`config.mk`:
```
export PLATFORM = sky130hd
export DESIGN_NAME = our_arbiter
export DESIGN_NICKNAME = d
export VERILOG_FILES = /design/src/rtl/our_arb_pkg.sv /design/src/rtl/our_rr_pick.sv /design/src/rtl/our_arbiter.sv
export SDC_FILE = /design/constraint.sdc
export NUM_CORES = 1
export LEC_CHECK = 0
export BUFFER_PORTS_ARGS = -buffer_cell sky130_fd_sc_hd__buf_2
export CAP_MARGIN = 25
export CELL_PAD_IN_SITES_DETAIL_PLACEMENT = 1
export CELL_PAD_IN_SITES_GLOBAL_PLACEMENT = 2
export CORE_UTILIZATION = 35
export CTS_BUF_LIST = sky130_fd_sc_hd__clkbuf_4
export DETAILED_ROUTE_END_ITERATION = 10
export HOLD_SLACK_MARGIN = 0.02
export PLACE_DENSITY_LB_ADDON = 0.15
export RECOVER_POWER = 50
export SYNTH_ARGS = -nofsm -noshare
export SYNTH_HDL_FRONTEND = slang
export SYNTH_SLANG_ARGS = --single-unit
```
`constraint.sdc`:
```
create_clock -name clk -period 2.8 [get_ports clk]
set_input_delay 0.14 -clock clk [delete_from_list [all_inputs] [get_ports clk]]
set_output_delay 0.14 -clock clk [all_outputs]
set_load 0.02 [all_outputs]
```
`src/rtl/our_arb_pkg.sv`:
```
// rtl/our_arb_pkg.sv - shared types, defaults and helpers for the round-robin arbiter
package our_arb_pkg;

    typedef enum logic [1:0] {
        IDLE = 2'd0,
        OWN  = 2'd1,
        GAP  = 2'd2
    } arb_state_e;

    localparam int DEF_NUM_REQ        = 4;
    localparam int DEF_TIMEOUT_CYCLES = 16;

    // Index width for n requesters; never narrower than one bit.
    function automatic int idx_width(input int n);
        return (n > 1) ? $clog2(n) : 1;
    endfunction

endpackage

```
`src/rtl/our_rr_pick.sv`:
```
// rtl/our_rr_pick.sv - combinational round-robin picker searching upward from ptr with wrap
import our_arb_pkg::*;

module our_rr_pick #(
    parameter int NUM_REQ = DEF_NUM_REQ,
    parameter int IW      = idx_width(DEF_NUM_REQ)
) (
    input  logic [NUM_REQ-1:0] req,
    input  logic [IW-1:0]      ptr,
    output logic [NUM_REQ-1:0] pick,
    output logic [IW-1:0]      pick_id,
    output logic               any
);

    logic [IW:0]   sum;
    logic [IW-1:0] idx;

    // Walk candidates ptr, ptr+1, ... wrapping at NUM_REQ; the first requester seen wins.
    always_comb begin
        pick    = '0;
        pick_id = '0;
        any     = 1'b0;
        sum     = '0;
        idx     = '0;
        for (int i = 0; i < NUM_REQ; i++) begin
            sum = {1'b0, ptr} + (IW+1)'(i);
            if (sum >= (IW+1)'(NUM_REQ)) begin
                sum = sum - (IW+1)'(NUM_REQ);
            end
            idx = sum[IW-1:0];
            if (!any && req[idx]) begin
                any       = 1'b1;
                pick[idx] = 1'b1;
                pick_id   = idx;
            end
        end
    end

endmodule

```
`src/rtl/our_arbiter.sv`:
```
// rtl/our_arbiter.sv - round-robin arbiter with turnaround gap; OUR_ARB_TIMEOUT_EN adds forced release
import our_arb_pkg::*;

module our_arbiter #(
    parameter int NUM_REQ        = DEF_NUM_REQ,
    parameter int TIMEOUT_CYCLES = DEF_TIMEOUT_CYCLES
) (
    input  logic                          clk,
    input  logic                          rst,
    input  logic [NUM_REQ-1:0]            req,
    input  logic                          done,
    output logic [NUM_REQ-1:0]            gnt,
    output logic [idx_width(NUM_REQ)-1:0] gnt_id,
    output logic                          start,
    output logic                          busy,
    output logic                          timeout_err
);

    localparam int IW = idx_width(NUM_REQ);

    if (NUM_REQ < 2 || NUM_REQ > 16) begin : g_bad_num_req
        $error("our_arbiter: NUM_REQ must be in 2..16");
    end
    if (TIMEOUT_CYCLES < 2) begin : g_bad_timeout
        $error("our_arbiter: TIMEOUT_CYCLES must be at least 2");
    end

    arb_state_e         state_q;
    logic [IW-1:0]      ptr_q;
    logic [NUM_REQ-1:0] gnt_q;
    logic [IW-1:0]      gnt_id_q;
    logic               start_q;
    logic               busy_q;
    logic               timeout_err_q;

    logic [NUM_REQ-1:0] pick;
    logic [IW-1:0]      pick_id;
    logic               any;

    logic [IW-1:0]      ptr_d;
    logic               release_d;
    logic               timeout_d;

    our_rr_pick #(
        .NUM_REQ (NUM_REQ),
        .IW      (IW)
    ) u_pick (
        .req     (req),
        .ptr     (ptr_q),
        .pick    (pick),
        .pick_id (pick_id),
        .any     (any)
    );

`ifdef OUR_ARB_TIMEOUT_EN
    localparam int CW = $clog2(TIMEOUT_CYCLES + 1);
    logic [CW-1:0] own_cnt_q;

    // Force release on the last allowed OWN cycle unless a normal release is already happening.
    always_comb begin
        timeout_d = (own_cnt_q == CW'(TIMEOUT_CYCLES - 1)) && !release_d;
    end
`else
    // Ownership is unbounded in this build.
    always_comb begin
        timeout_d = 1'b0;
    end
`endif

    // Normal release conditions and the pointer value that follows the current owner.
    always_comb begin
        release_d = done || !req[gnt_id_q];
        if (gnt_id_q == IW'(NUM_REQ - 1)) begin
            ptr_d = '0;
        end else begin
            ptr_d = gnt_id_q + IW'(1);
        end
    end

    // Arbiter FSM; every output comes straight from a register updated here.
    always_ff @(posedge clk) begin
        if (rst) begin
            state_q       <= IDLE;
            ptr_q         <= '0;
            gnt_q         <= '0;
            gnt_id_q      <= '0;
            start_q       <= 1'b0;
            busy_q        <= 1'b0;
            timeout_err_q <= 1'b0;
`ifdef OUR_ARB_TIMEOUT_EN
            own_cnt_q     <= '0;
`endif
        end else begin
            start_q       <= 1'b0;
            timeout_err_q <= 1'b0;
            case (state_q)
                IDLE: begin
                    if (any) begin
                        gnt_q    <= pick;
                        gnt_id_q <= pick_id;
                        start_q  <= 1'b1;
                        busy_q   <= 1'b1;
                        state_q  <= OWN;
`ifdef OUR_ARB_TIMEOUT_EN
                        own_cnt_q <= '0;
`endif
                    end
                end
                OWN: begin
                    if (release_d || timeout_d) begin
                        gnt_q         <= '0;
                        gnt_id_q      <= '0;
                        busy_q        <= 1'b0;
                        ptr_q         <= ptr_d;
                        timeout_err_q <= timeout_d;
                        state_q       <= GAP;
                    end else begin
`ifdef OUR_ARB_TIMEOUT_EN
                        own_cnt_q <= own_cnt_q + CW'(1);
`endif
                    end
                end
                GAP: begin
                    state_q <= IDLE;
                end
                default: begin
                    state_q <= IDLE;
                end
            endcase
        end
    end

    assign gnt         = gnt_q;
    assign gnt_id      = gnt_id_q;
    assign start       = start_q;
    assign busy        = busy_q;
    assign timeout_err = timeout_err_q;

endmodule

```
# Yosys cells after proc, flatten, opt, wreduce, memory -nomap -nowiden
# Cells that the tools add are included.
[classes]
n_bitwise = 4
magnitude_cmp = 13
add_sub_neg = 8
reduce_logical = 18
muxes = 48
n_eq_ne = 4
[ops]
columns = ["op", "count"]
rows = [
  ["$mux 2", 13],
  ["$mux 4", 6],
  ["$mux 1", 16],
  ["$lt 2x3->1 const B", 5],
  ["$or 4x4->4", 3],
  ["$bmux 1 s2", 5],
  ["$ge 3x3->1 const B", 3],
  ["$demux 1 s2", 4],
  ["$ge 2x1->1 const B", 4],
  ["$pmux 2 s2", 2],
  ["$pmux 4 s2", 1],
  ["$sub 2x1->2 const B", 4],
  ["$logic_and 1x1->1", 7],
  ["$add 2x2->3 const B", 2],
  ["$logic_not 1->1", 4],
  ["$ne 2x2->1 const B", 2],
  ["$reduce_and 2->1", 2],
  ["$add 2x1->3 const B", 1],
  ["$ge 2x3->1 const B", 1],
  ["$reduce_and 3->1", 1],
  ["$add 2x1->2 const B", 1],
  ["$eq 2x1->1 const B", 1],
  ["$eq 2x2->1 const B", 1],
  ["$logic_not 2->1", 1],
  ["other kinds (5)", 5],
]
[word_totals]
inputBits = 7
wordCells = 101
register_bits = 12
out_inout_bits = 9

# Longest topological paths before layout
[depth]
depth_word = 16
ltp_mapped = 9
depth_no_buf = 7

# By module
# From an unflattened synthesis, not the netlist that was laid out.
[hier_totals]
hier_cells = 102
area_unflattened_um2 = 919.6
[by_module_without_submodules]
columns = ["mod", "n_inst", "area_per_inst_um2", "seq_area_each_um2", "cells_each"]
rows = [
  ["our_arbiter", 1, 498.0, 240.2, 57],
  ["our_rr_pick", 1, 421.7, 0.0, 45],
]

# Worst setup path after synthesis
# No wires, ideal clock.
[synth_timing]
path_kind = "register -> register"
startpoint = "register ptr_q[0]"
endpoint = "register gnt_q[0], in the netlist gnt[0]"
setup_ns = 0.122
path_stages_with_launch = 10
setup_slack_ns = 0.497
required_time_ns = 2.678
arrival_time_ns = 2.182
n_path_buf = 2
synth_period_minus_slack_ns = 2.303
cell_sequence = "dfxtp_1 -> buf_2 -> inv_2 -> ha_1 -> clkbuf_1 -> nor3b_1 -> a22oi_1 -> o21ai_0 -> and3_1 -> a221o_1"
[synth_between]
elab_chain_len = 16
word_cells_on_any_way = 64
classes_between = "7 x add/sub; 12 x order compare; 1 x eq/ne; 30 x mux; 3 x bitwise; 11 x reduce/logical"
[synth_rtl]
columns = ["item", "line", "rtl"]
rows = [
  ["from (decl)", "our_arbiter.sv:29", "logic [IW-1:0] ptr_q;"],
  ["from (signal assigned)", "our_arbiter.sv:114", "ptr_q <= ptr_d;"],
  ["branches (longest 16 deep; another with $add 2x1->3)", "n/a", ""],
  ["to (signal assigned)", "our_arbiter.sv:99", "gnt_q <= pick;"],
  ["to (decl)", "our_arbiter.sv:30", "logic [NUM_REQ-1:0] gnt_q;"],
]
# Parallel ways; which one is timed is not known. The select of a mux whose other input is x is not followed.
# A chain may end at the register's enable or synchronous reset.

# Final worst setup path
[layout_timing]
startpoint = "register ptr_q[1]"
endpoint = "register gnt_q[3], in the netlist gnt[3]"
# Same word-level chain as after synthesis.

==> flow_metrics.env <==
export IMPL_period_minus_slack_ns=2.28
export IMPL_irDropWorstVdd_mv=0.265
export IMPL_place_congestion=0.748
export IMPL_grt_usage_pct=18.3
export IMPL_nets=135
export IMPL_grt_max_degree=18
export IMPL_synth_fp_nets=121
export IMPL_vias_per_cell=5.76
export IMPL_timing_final_ws_setup_ns=0.519
export IMPL_htree_levels=1
export IMPL_first_iter_violations=11
export IMPL_synth_main_ff_cell="dfxtp_1"
export IMPL_numCtsBuffers=3
export IMPL_fill_cells=317
export IMPL_drv_cap=0
export IMPL_yosysWarningCount=0
export IMPL_grt_pass1_wl_mm=3.87
export IMPL_fmax_mhz=438
export IMPL_clock_latency_ns=0.27
export IMPL_p_per_area_nw_per_um2=562
export IMPL_cts_buffer_depth=2
export IMPL_finalClockSkew_ns=0.00562
export IMPL_synth_area_um2=976
export IMPL_final_cell_mix="12 x dfxtp_1, 8 x ha_1, 8 x clkbuf_1"
export IMPL_antenna_cells=0
export IMPL_synth_area_per_cell_um2=9.21
export IMPL_cp_end_kind="register"
export IMPL_drc=0
export IMPL_cts_sinks=12
export IMPL_power_w=0.000599
export IMPL_fin_crit_sh_pct=81.5
export IMPL_synth_async_reset_ratio_pct=0
export IMPL_synth_edf_count=0
export IMPL_antenna_found_initial=0
export IMPL_crit_arrival_ns=2.45
export IMPL_hold_buffers=0
export IMPL_setup_tns_ns=0
export IMPL_slowest_stage="ha_1"
export IMPL_overflow=0
export IMPL_maxSlewViolCount=0
export IMPL_crit_chain="inv_1 -> ha_1 -> mux4_2 -> a221oi_1 -> nor3_1 -> a221o_1"
export IMPL_drive_gt1_share_pct=16.8
export IMPL_hp_class="input pin to register"
export IMPL_avgRoutedWirePerCell_um=16.4
export IMPL_place_hpwl_mm=1.77
export IMPL_syn_inst=106
export IMPL_cts_clk_slew_worst_paths_ns=0.08
export IMPL_ant_nets=0
export IMPL_rsz0062_at_grt="no"
export IMPL_post_cts_resized=0
export IMPL_area_growth_pct=9.23
export IMPL_required_ns=2.97
export IMPL_grt_pass1_vias=745
export IMPL_yosysSeqAreaShare_pct=24.6
export IMPL_cpPeakStageDelay_ns=0.52
export IMPL_synth_cell_type_count=40
export IMPL_cts_tree="built"
export IMPL_io_buffers=14
export IMPL_rows=18
export IMPL_crit_type="register to register"
export IMPL_hold_viol_final=0
export IMPL_ys_ff_latch=12
export IMPL_final_common_cell="dfxtp_1"
export IMPL_p_leak_nw=0.407
export IMPL_vias=858
export IMPL_io_pins=16
export IMPL_r2r_setup_slack_ns=0.52
export IMPL_worst_r2r_cell_count=6
export IMPL_status="complete, no violations"
export IMPL_pre_cts_slack_ns=0.559
export IMPL_coreArea_um2=2540
export IMPL_hold_depth=2
export IMPL_dieWidth_um=54.8
export IMPL_path_max_fanout=12
export IMPL_crit_path_start_kind="register"
export IMPL_drtPass1Iterations=4
export IMPL_finalSetupViolations=0
export IMPL_root_buffer="clkbuf_4"
export IMPL_start_util_pct=38.3
export IMPL_dieArea_um2=3000
export IMPL_die_y_um=54.8
export IMPL_wl_mm=2.44
export IMPL_postCtsSetupBuffers=0
-- per-stage QoR --
stage	instances	util [%]	hold WS [ns]	instance area, µm²
after floorplan	106	-	0.209	976
after global placement	145	41.2	0.406	1050
after detailed placement	145	41.2	0.412	1050
after CTS	149	42.3	0.122	1080
after global routing	149	41.9	0.132	1070
final	149	41.9	0.129	1070
-- worst max-delay path: cells and delay by family, from the launching register on --
kind,cells,cell delay (ns)
compound gates,2,0.64
fa+ha+maj,1,0.52
buf+inv,1,0.11
flops,1,0.35
mux,1,0.46
simple gates,1,0.10
-- final timing paths --
kind                            startpoint         end
worst min-delay path                   rst  state_q[0]
worst max register to register    ptr_q[1]      gnt[3]
worst min register to register      gnt[0]      gnt[0]
worst max-delay path              ptr_q[1]      gnt[3]
-- routing by layer --
metal  up-vias  global-route usage [%]  wire (µm)
met2         7                    26.9       1110
met5         -                       0          0
met1       421                    26.6       1280
met3         2                    2.50         29
li1        428                       -          -
met4         0                    6.41         20
-- Yosys cell counts (4+ instances only) --
cell,instances,area (µm²)
nor3_1,6,30.0
nor2b_1,7,43.8
mux2i_1,5,50.1
ha_1,8,100
nor2_1,5,18.8
dfxtp_1,12,240
nor3b_1,4,30.0
o21ai_0,6,30.0
a221oi_1,4,35.0
a221o_1,4,40.0
a21oi_1,5,25.0
-- logic make-up after synthesis --
group / share of synthesized area [%]
XOR/XNOR: 0.898
AND/OR/NAND/NOR: 26.5
AO/OA/AOI/OAI: 19.1
buffers and inverters: 6.15
adder cells (fa/ha/maj): 10.3
other: 0.384
multiplexers: 12.1
flip-flops: 24.6
-- registers in the layout, indices dropped and copies added (netlist names) --
register,cells
busy,1
gnt,4
gnt_id,2
ptr_q,2
start,1
state_q,2
-- final cells by class --
cell class / instances / area [µm²] / area share (%)
flip-flops and latches: 12 / 240 / 22.5
clock inverters: 1 / 3.75 / 0.352
inverters: 3 / 11.3 / 1.06
well taps: 30 / 37.5 / 3.52
clock buffers: 3 / 22.5 / 2.11
repair buffers: 16 / 75.1 / 7.04
multi-input cells: 84 / 676 / 63.4
-- power breakdown --
part	internal (W)	leakage [nW]	total (W)	switching [W]
combinational	0.000111	0.292	0.000272	0.000161
clock	0.0000515	0.0154	0.000112	0.0000609
sequential	0.000196	0.0989	0.000215	0.0000187
Note: power is estimated with default switching activity, not from simulation.
